$ cat config.mk
export PLATFORM = sky130hd
export DESIGN_NAME = event_sequencer_flat
export DESIGN_NICKNAME = d
export VERILOG_FILES = /design/src/rtl/event_sequencer_if.sv /design/src/rtl/event_sequencer.sv /design/src/flat_wrapper.sv
export SDC_FILE = /design/constraint.sdc
export NUM_CORES = 1
export LEC_CHECK = 0
export BUFFER_PORTS_ARGS = -buffer_cell sky130_fd_sc_hd__buf_2
export CORE_UTILIZATION = 30
export CTS_BUF_LIST = sky130_fd_sc_hd__clkbuf_8
export CTS_CLUSTER_SIZE = 12
export DETAILED_ROUTE_END_ITERATION = 8
export PLACE_DENSITY_LB_ADDON = 0.05
export SETUP_SLACK_MARGIN = 0.1
export SYNTH_ARGS = -nofsm -noshare
export SYNTH_HDL_FRONTEND = slang
export SYNTH_SLANG_ARGS = --single-unit
export TNS_END_PERCENT = 10
$ cat constraint.sdc
create_clock -name Clk -period 8.1 [get_ports Clk]
set_input_delay 0 -clock Clk [delete_from_list [all_inputs] [get_ports Clk]]
set_output_delay 0 -clock Clk [all_outputs]
set_load 0.005 [all_outputs]
$ cat src/rtl/event_sequencer_if.sv
// rtl/event_sequencer_if.sv - event/strobe bundle between event lines, sequencer and counter
// Purpose: groups the event inputs, the downstream stall and the sequencer outputs.
// Ports (signals):
//   EvA, EvB  event lines (level, rising edge = one event)
//   Hold      downstream stall, no pop while 1
//   En, Slt   one-cycle strobe and channel tag toward the dual event counter
//   Count     FIFO occupancy, $clog2(DEPTH)+1 bits
//   Overflow  sticky drop flag
//   Drops     saturating dropped-event count
// Modports: master drives events/Hold, slave is the sequencer side.
interface event_sequencer_if #(
  parameter int DEPTH = 8
);
  logic                   EvA;
  logic                   EvB;
  logic                   Hold;
  logic                   En;
  logic                   Slt;
  logic [$clog2(DEPTH):0] Count;
  logic                   Overflow;
  logic [7:0]             Drops;

  modport master (
    output EvA, EvB, Hold,
    input  En, Slt, Count, Overflow, Drops
  );

  modport slave (
    input  EvA, EvB, Hold,
    output En, Slt, Count, Overflow, Drops
  );
endinterface

$ cat src/rtl/event_sequencer.sv
// rtl/event_sequencer.sv - edge-detecting event FIFO that serializes two event lines into En/Slt
// Purpose: detects rising edges on EvA/EvB, buffers them (A before B when simultaneous)
//          in a DEPTH-entry circular buffer of 1-bit tags, and replays one per cycle.
// Ports:
//   Clk    system clock, all state on posedge
//   Reset  synchronous, active-high; empties the FIFO and clears all outputs
//   bus    event_sequencer_if.slave: EvA, EvB, Hold in; En, Slt, Count, Overflow, Drops out
module event_sequencer #(
  parameter int DEPTH = 8
) (
  input logic              Clk,
  input logic              Reset,
  event_sequencer_if.slave bus
);
  localparam int AW = $clog2(DEPTH);
  localparam int CW = AW + 1;

  // Only the channel tag needs storing: 0 = A, 1 = B.
  logic [DEPTH-1:0] tags;
  logic [AW-1:0]    wptr;
  logic [AW-1:0]    rptr;
  logic [CW-1:0]    count;
  logic             pa;
  logic             pb;
  logic             en_q;
  logic             slt_q;
  logic             overflow_q;
  logic [7:0]       drops;

  logic             edge_a;
  logic             edge_b;
  logic             acc_a;
  logic             acc_b;
  logic             pop;
  logic [CW-1:0]    free;
  logic [AW-1:0]    wptr_b;
  logic [1:0]       ndrop;
  logic [8:0]       drops_sum;

  always_comb begin
    edge_a    = bus.EvA & ~pa;
    edge_b    = bus.EvB & ~pb;
    // Free space uses occupancy before this cycle's pop, so a full FIFO
    // drops incoming edges even while it is draining.
    free      = CW'(DEPTH) - count;
    acc_a     = edge_a & (free != '0);
    acc_b     = edge_b & (free > CW'(acc_a));
    ndrop     = {1'b0, edge_a & ~acc_a} + {1'b0, edge_b & ~acc_b};
    drops_sum = {1'b0, drops} + {7'd0, ndrop};
    pop       = (count != '0) & ~bus.Hold;
    // B lands in the slot after A's when both are accepted together.
    wptr_b    = wptr + AW'(acc_a);
  end

  always_ff @(posedge Clk) begin
    if (Reset) begin
      wptr       <= '0;
      rptr       <= '0;
      count      <= '0;
      // A line already high through reset must not look like a fresh edge.
      pa         <= bus.EvA;
      pb         <= bus.EvB;
      en_q       <= 1'b0;
      slt_q      <= 1'b0;
      overflow_q <= 1'b0;
      drops      <= '0;
    end else begin
      pa <= bus.EvA;
      pb <= bus.EvB;
      if (acc_a) tags[wptr]   <= 1'b0;
      if (acc_b) tags[wptr_b] <= 1'b1;
      wptr  <= wptr + AW'(acc_a) + AW'(acc_b);
      if (pop) rptr <= rptr + AW'(1);
      count <= count + CW'(acc_a) + CW'(acc_b) - CW'(pop);
      en_q  <= pop;
      slt_q <= pop & tags[rptr];
      if (ndrop != 2'd0) overflow_q <= 1'b1;
      drops <= (drops_sum > 9'd255) ? 8'd255 : drops_sum[7:0];
    end
  end

  assign bus.En       = en_q;
  assign bus.Slt      = slt_q;
  assign bus.Count    = count;
  assign bus.Overflow = overflow_q;
  assign bus.Drops    = drops;
endmodule

$ cat src/flat_wrapper.sv
// flat-port wrapper written by rule: the top's interface ports become plain ports
module event_sequencer_flat 
#(
  parameter int DEPTH = 8
)
  (Clk, Reset, bus_EvA, bus_EvB, bus_Hold, bus_En, bus_Slt, bus_Count, bus_Overflow, bus_Drops);
  event_sequencer_if #(.DEPTH(DEPTH)) bus_i ();
  input logic Clk;
  input logic Reset;
  input wire logic [$bits(bus_i.EvA)-1:0] bus_EvA;
  input wire logic [$bits(bus_i.EvB)-1:0] bus_EvB;
  input wire logic [$bits(bus_i.Hold)-1:0] bus_Hold;
  output wire logic [$bits(bus_i.En)-1:0] bus_En;
  output wire logic [$bits(bus_i.Slt)-1:0] bus_Slt;
  output wire logic [$bits(bus_i.Count)-1:0] bus_Count;
  output wire logic [$bits(bus_i.Overflow)-1:0] bus_Overflow;
  output wire logic [$bits(bus_i.Drops)-1:0] bus_Drops;
  assign bus_i.EvA = bus_EvA;
  assign bus_i.EvB = bus_EvB;
  assign bus_i.Hold = bus_Hold;
  assign bus_En = bus_i.En;
  assign bus_Slt = bus_i.Slt;
  assign bus_Count = bus_i.Count;
  assign bus_Overflow = bus_i.Overflow;
  assign bus_Drops = bus_i.Drops;
  event_sequencer #(.DEPTH(DEPTH)) u_core (.Clk(Clk), .Reset(Reset), .bus(bus_i));
endmodule
# ---- Word level (Yosys, flattened, before mapping)
# Cells that the tools add are included.
dict set report op_classes {
  addsub 9
  order_cmp 7
  mux 10
  bitwise 16
  reduce_logical 5
}
# op n
set ops {}
lappend ops {{$mux W8} 4}
lappend ops {{$lt A3 B4 Y1 const B} 3}
lappend ops {{$add A8 B2 Y9} 1}
lappend ops {{$gt A9 B8 Y1 const B} 1}
lappend ops {{$add A4 B1 Y4} 2}
lappend ops {{$and A1 B1 Y1} 8}
lappend ops {{$and A8 B8 Y8} 1}
lappend ops {{$not A8 Y8} 1}
lappend ops {{$or A8 B8 Y8} 1}
lappend ops {{$reduce_bool A4 Y1} 2}
lappend ops {{$add A3 B1 Y3} 2}
lappend ops {{$demux W1 S3} 2}
lappend ops {{$ge A3 B1 Y1 const B} 2}
lappend ops {{$not A1 Y1} 5}
lappend ops {{$gt A4 B1 Y1} 1}
lappend ops {{$sub A4 B1 Y4} 1}
lappend ops {{$sub A4 B4 Y4 const A} 1}
lappend ops {{$add A3 B1 Y3 const B} 1}
lappend ops {{$bmux W1 S3} 1}
lappend ops {{$mux W1} 3}
lappend ops {{$add A1 B1 Y2} 1}
lappend ops {{$logic_and A1 B1 Y1} 2}
lappend ops {{$reduce_bool A2 Y1} 1}
dict set report word_totals {
  reg_bits 31
  in_bits 5
  out_inout_bits 15
  wordCells 57
}

# ---- Logic depth before layout (Yosys ltp)
dict set report depth {
  word_depth 11
  ltp_mapped 18
  ltp_nobuf 18
}

# ---- Worst setup path after synthesis
# OpenSTA, ideal clock, no wires.
dict set report synth_path {
  kind {register -> register}
  start {register u_core.count[0], in the netlist u_core.bus.Count[0]}
  end {register u_core.drops[6], in the netlist u_core.bus.Drops[6]}
  setup_time_ns 0.132
  t_arrival_ns 3.407
  required_ns 7.968
  slack_ns 4.562
  path_stages_with_launch 19
  path_buffers 0
  period_less_slack_ns 3.538
  path_cell_list {dfxtp_1 -> inv_1 -> ha_1 -> xor2_1 -> nand2_1 -> o21ai_1 -> inv_1 -> ha_1 -> nor2_1 -> nor3b_4 -> nand2_1 -> nor2_1 -> ha_1 -> ha_1 -> inv_1 -> fa_1 -> or2_1 -> nor4b_1 -> nor3_1}
}
dict set report synth_via {
  elab_chain_cells 11
}
# item line
set synth_rtl {}
lappend synth_rtl {{from (decl)} event_sequencer.sv:22} ;# logic [CW-1:0] count;
lappend synth_rtl {{from (signal assigned)} event_sequencer.sv:74} ;# count <= count + CW'(acc_a) + CW'(acc_b) - CW'(pop);
lappend synth_rtl {{$sub A4 B4 Y4 (*)} event_sequencer.sv:45} ;# free = CW'(DEPTH) - count;
lappend synth_rtl {{$reduce_bool A4 Y1} event_sequencer.sv:46} ;# acc_a = edge_a & (free != '0);
lappend synth_rtl {{$and A1 B1 Y1} event_sequencer.sv:46}
lappend synth_rtl {{$gt A4 B1 Y1} event_sequencer.sv:47} ;# acc_b = edge_b & (free > CW'(acc_a));
lappend synth_rtl {{$and A1 B1 Y1} event_sequencer.sv:47}
lappend synth_rtl {{$not A1 Y1} event_sequencer.sv:48} ;# ndrop = {1'b0, edge_a & ~acc_a} + {1'b0, edge_b & ~acc_b};
lappend synth_rtl {{$and A1 B1 Y1} event_sequencer.sv:48}
lappend synth_rtl {{$add A1 B1 Y2 (*)} event_sequencer.sv:48}
lappend synth_rtl {{$add A8 B2 Y9 (*)} event_sequencer.sv:49} ;# drops_sum = {1'b0, drops} + {7'd0, ndrop};
lappend synth_rtl {{$gt A9 B8 Y1} event_sequencer.sv:78} ;# drops <= (drops_sum > 9'd255) ? 8'd255 : drops_sum[7:0];
lappend synth_rtl {{$mux W8 (*)} event_sequencer.sv:78}
lappend synth_rtl {{to (signal assigned)} event_sequencer.sv:78}
lappend synth_rtl {{to (decl)} event_sequencer.sv:28} ;# logic [7:0] drops;
# Mark *: on every way between the ends. The rest lies on a longest branch, timed or not.
# A chain may end at the register's enable or synchronous reset.

# ---- Final worst setup path
# Same ends and word-level chain as after synthesis.

==> key figures <==
Global route
  • GRT Overall Usage: 0.1336
  • Largest net degree at the start of global routing: 23
  • Grt ovf: 0
  • Initial antenna violation count: 0
  • First-pass GRT wire length: 6127 um
  • Number of global-route vias before repair: 1316

Synthesis
  • Netlist cell types: 37
  • Seq cells post-synth: 31
  • Synthesis warning total: 0
  • EDFF count, synth: 8
  • Syn nets: 194
  • Synthesized area: 1729 um2
  • Top_reg_cell synth: dfxtp_1
  • Async SR Flop Fraction: 0
  • Sequential fraction of the synthesis area: 0.4052
  • Gate count after technology mapping: 169
  • Avg Cell Area, Syn: 10.23 um2

Timing
  • Maximum clock frequency: 0.2553 GHz
  • Min Tclk post-route: 3917 ps
  • Hold Fails Final Rpt: 0
  • Count of pins over their slew limit: 0
  • Period utilization: 0.4836
  • Worst slew margin: 0.7036
  • Setup TNS Final: 0 ps
  • Slew @ Worst Pin: 443.1 ps
  • Worst Skew: 3.980 ps
  • RSZ-0062 raised after global routing: false
  • Final setup vio count: 0
  • Worst hold slack: 102.6 ps

Floorplanning
  • Width of the die: 77.92 um
  • Die area: 6072 um2
  • Starting Density: 0.3121
  • Core Area: 5540 um2
  • Ports: 20
  • Die H: 77.92 um
  • Cell Rows: 27

Placed design
  • Post-DP HPWL: 2758 um
  • Port Buf Inserts: 19
  • Inst Count DP: 258
  • Gpl congestion: 0.7515

Layout
  • Most frequent cells in the layout: 23 x dfxtp_1, 19 x buf_2, 17 x ha_1, 15 x inv_1
  • Nets: 220
  • Non-Filler Instances: 268
  • Fraction of layout cells with a size suffix above 1: 0.1786
  • Area growth syn-to-layout: 17.66%
  • # diodes: 0
  • Commonest non-fill, non-tap cell in the layout: dfxtp_1

Setup path
  • R2r startpoint: u_core.bus.Count[0]
  • Worst setup SP type: flip-flop
  • Arrival time worst endpoint: 4070 ps
  • Crit path from: u_core.bus.Count[0]
  • CP Class: reg -> reg
  • FF-to-FF path depth: 18
  • CP endpoint kind: flip-flop
  • Critical Path RT: 8250 ps
  • CP max FO: 10

CTS
  • Setup bufs post-CTS: 0
  • H-tree lvl count: 2
  • Clock Sinks: 31
  • Total CTS buffers: 5
  • Clock-pin slew on the worst setup and hold paths: 70 ps
  • TritonCTS clock tree: yes
  • CTS max path bufs: 2
  • Clk Latency, worst-skew pair: 280 ps
  • CTS Root Cell: clkbuf_8

Hold path
  • Hold Crit Start: bus_Hold
  • HP Class: in -> reg
  • Hold Path Stages: 3

Drt
  • Wirelength, routed: 3535 um
  • Post-route ant nets: 0
  • DRC Markers: 0
  • DRT iter0 DRCs: 87
  • Via density: 4.593
  • Routed length per instance: 13.19 um
  • Via count of the routed design: 1231
  • Drt pass-1 iters: 4

Power
  • PD cells: 311.0 nW/um2
  • Peak supply drop: 0.0001364 V
  • Tot Pwr: 632.8 uW
  • LEAKAGE: 0.8536 nW

Run
  • Max-Cap Viols: 0

Run status
  • Status: finished, final reports clean
worst max-delay path, cell delays in order, from the launching register on:
cell and delay, ps:
dfxtp_1 360, inv_1 120, ha_1 240, xor2_1 230
nand2_1 250, o21ai_1 240, inv_1 90, ha_1 280
nor2_1 60, nor3b_4 260, nand2_1 110, nor2_1 130
ha_1 140, ha_1 150, inv_1 50, fa_1 410
or2_1 290, nor4b_1 290, nor3_1 80
per-layer routing:
metal | GRT usage | vias up | share of wire | wire length, um
met4 | 0.05000 | 0 | 0.016 | 57
met3 | 0.03529 | 6 | 0.026 | 91
li1 | - | 641 | - | -
met1 | 0.1622 | 569 | 0.48 | 1705
met5 | 0 | - | 0 | 0
met2 | 0.2257 | 15 | 0.48 | 1682
worst paths after layout:
path / end / slack [ps]
setup / recovery: u_core.bus.Drops[6] / 4180
hold / removal: u_core.bus.En / 100
setup reg to reg: u_core.bus.Drops[6] / 4180
hold reg to reg: u_core.bus.Overflow / 440
report_power, final:
group          switching, mW  internal (mW)  total [mW]  leakage [nW]
Combinational          0.153          0.116       0.269         0.532
Clock                 0.0593         0.0900       0.149        0.0556
Sequential            0.0240          0.190       0.214         0.266
Total                  0.236          0.396       0.633         0.854
timing repair:
action / CTS / global route
hold buffers: 2 / 0
resized for setup: 0 / 0
hold endpoints to repair: 2 / 0
registers in the layout, summed over array words and instances (netlist names):
| signal | cells |
|---|---|
| u_core.bus.Drops | 8 |
| u_core.bus.Slt | 1 |
| u_core.bus.Count | 4 |
| u_core.rptr | 3 |
| u_core.bus.Overflow | 1 |
| u_core.bus.En | 1 |
| u_core.tags | 8 |
| u_core.pa | 1 |
| u_core.pb | 1 |
| u_core.wptr | 3 |
cells by family after synthesis:
logic type,synth area share
xor+xnor,0.06512
fa+ha+maj,0.1577
compound gates,0.1425
flops,0.4052
simple gates,0.1563
mux,0.03184
buf+inv,0.04125
per-stage QoR:
stage	utilization	instance area (um2)	worst slack [ps]
CTS	0.3672	2034	4190
global route	0.3672	2034	3852
global placement	0.3442	1907	4329
finish	0.3672	2034	4183
floorplan	-	1729	4562
detailed placement	0.3442	1907	4201
layout make-up:
type | instances | area [um2]
flip-flops and latches | 31 | 700.7
repair buffers | 21 | 115.1
well taps | 72 | 90.09
clock inverters | 3 | 38.79
inverters | 17 | 63.81
clock buffers | 5 | 68.82
fillers | 563 | 3506
multi-input cells | 119 | 957.2
Yosys cell counts, drive strengths merged, types with 3 or more instances:
| library cell | number | area, um2 |
|---|---|---|
| dfxtp | 23 | 460.4 |
| ha | 17 | 212.7 |
| inv | 17 | 63.81 |
| a21oi | 12 | 63.81 |
| nor2 | 11 | 41.29 |
| nand2 | 10 | 37.54 |
| nor2b | 9 | 58.81 |
| edfxtp | 8 | 240.2 |
| o211ai | 8 | 60.06 |
| a22o | 6 | 52.55 |
| xnor2 | 6 | 60.06 |
| xor2 | 6 | 52.55 |
| nor3b | 5 | 48.80 |
| nor3 | 4 | 20.02 |
| fa | 3 | 60.06 |
| nand2b | 3 | 18.77 |
Note: power is estimated with default switching activity, not from simulation.
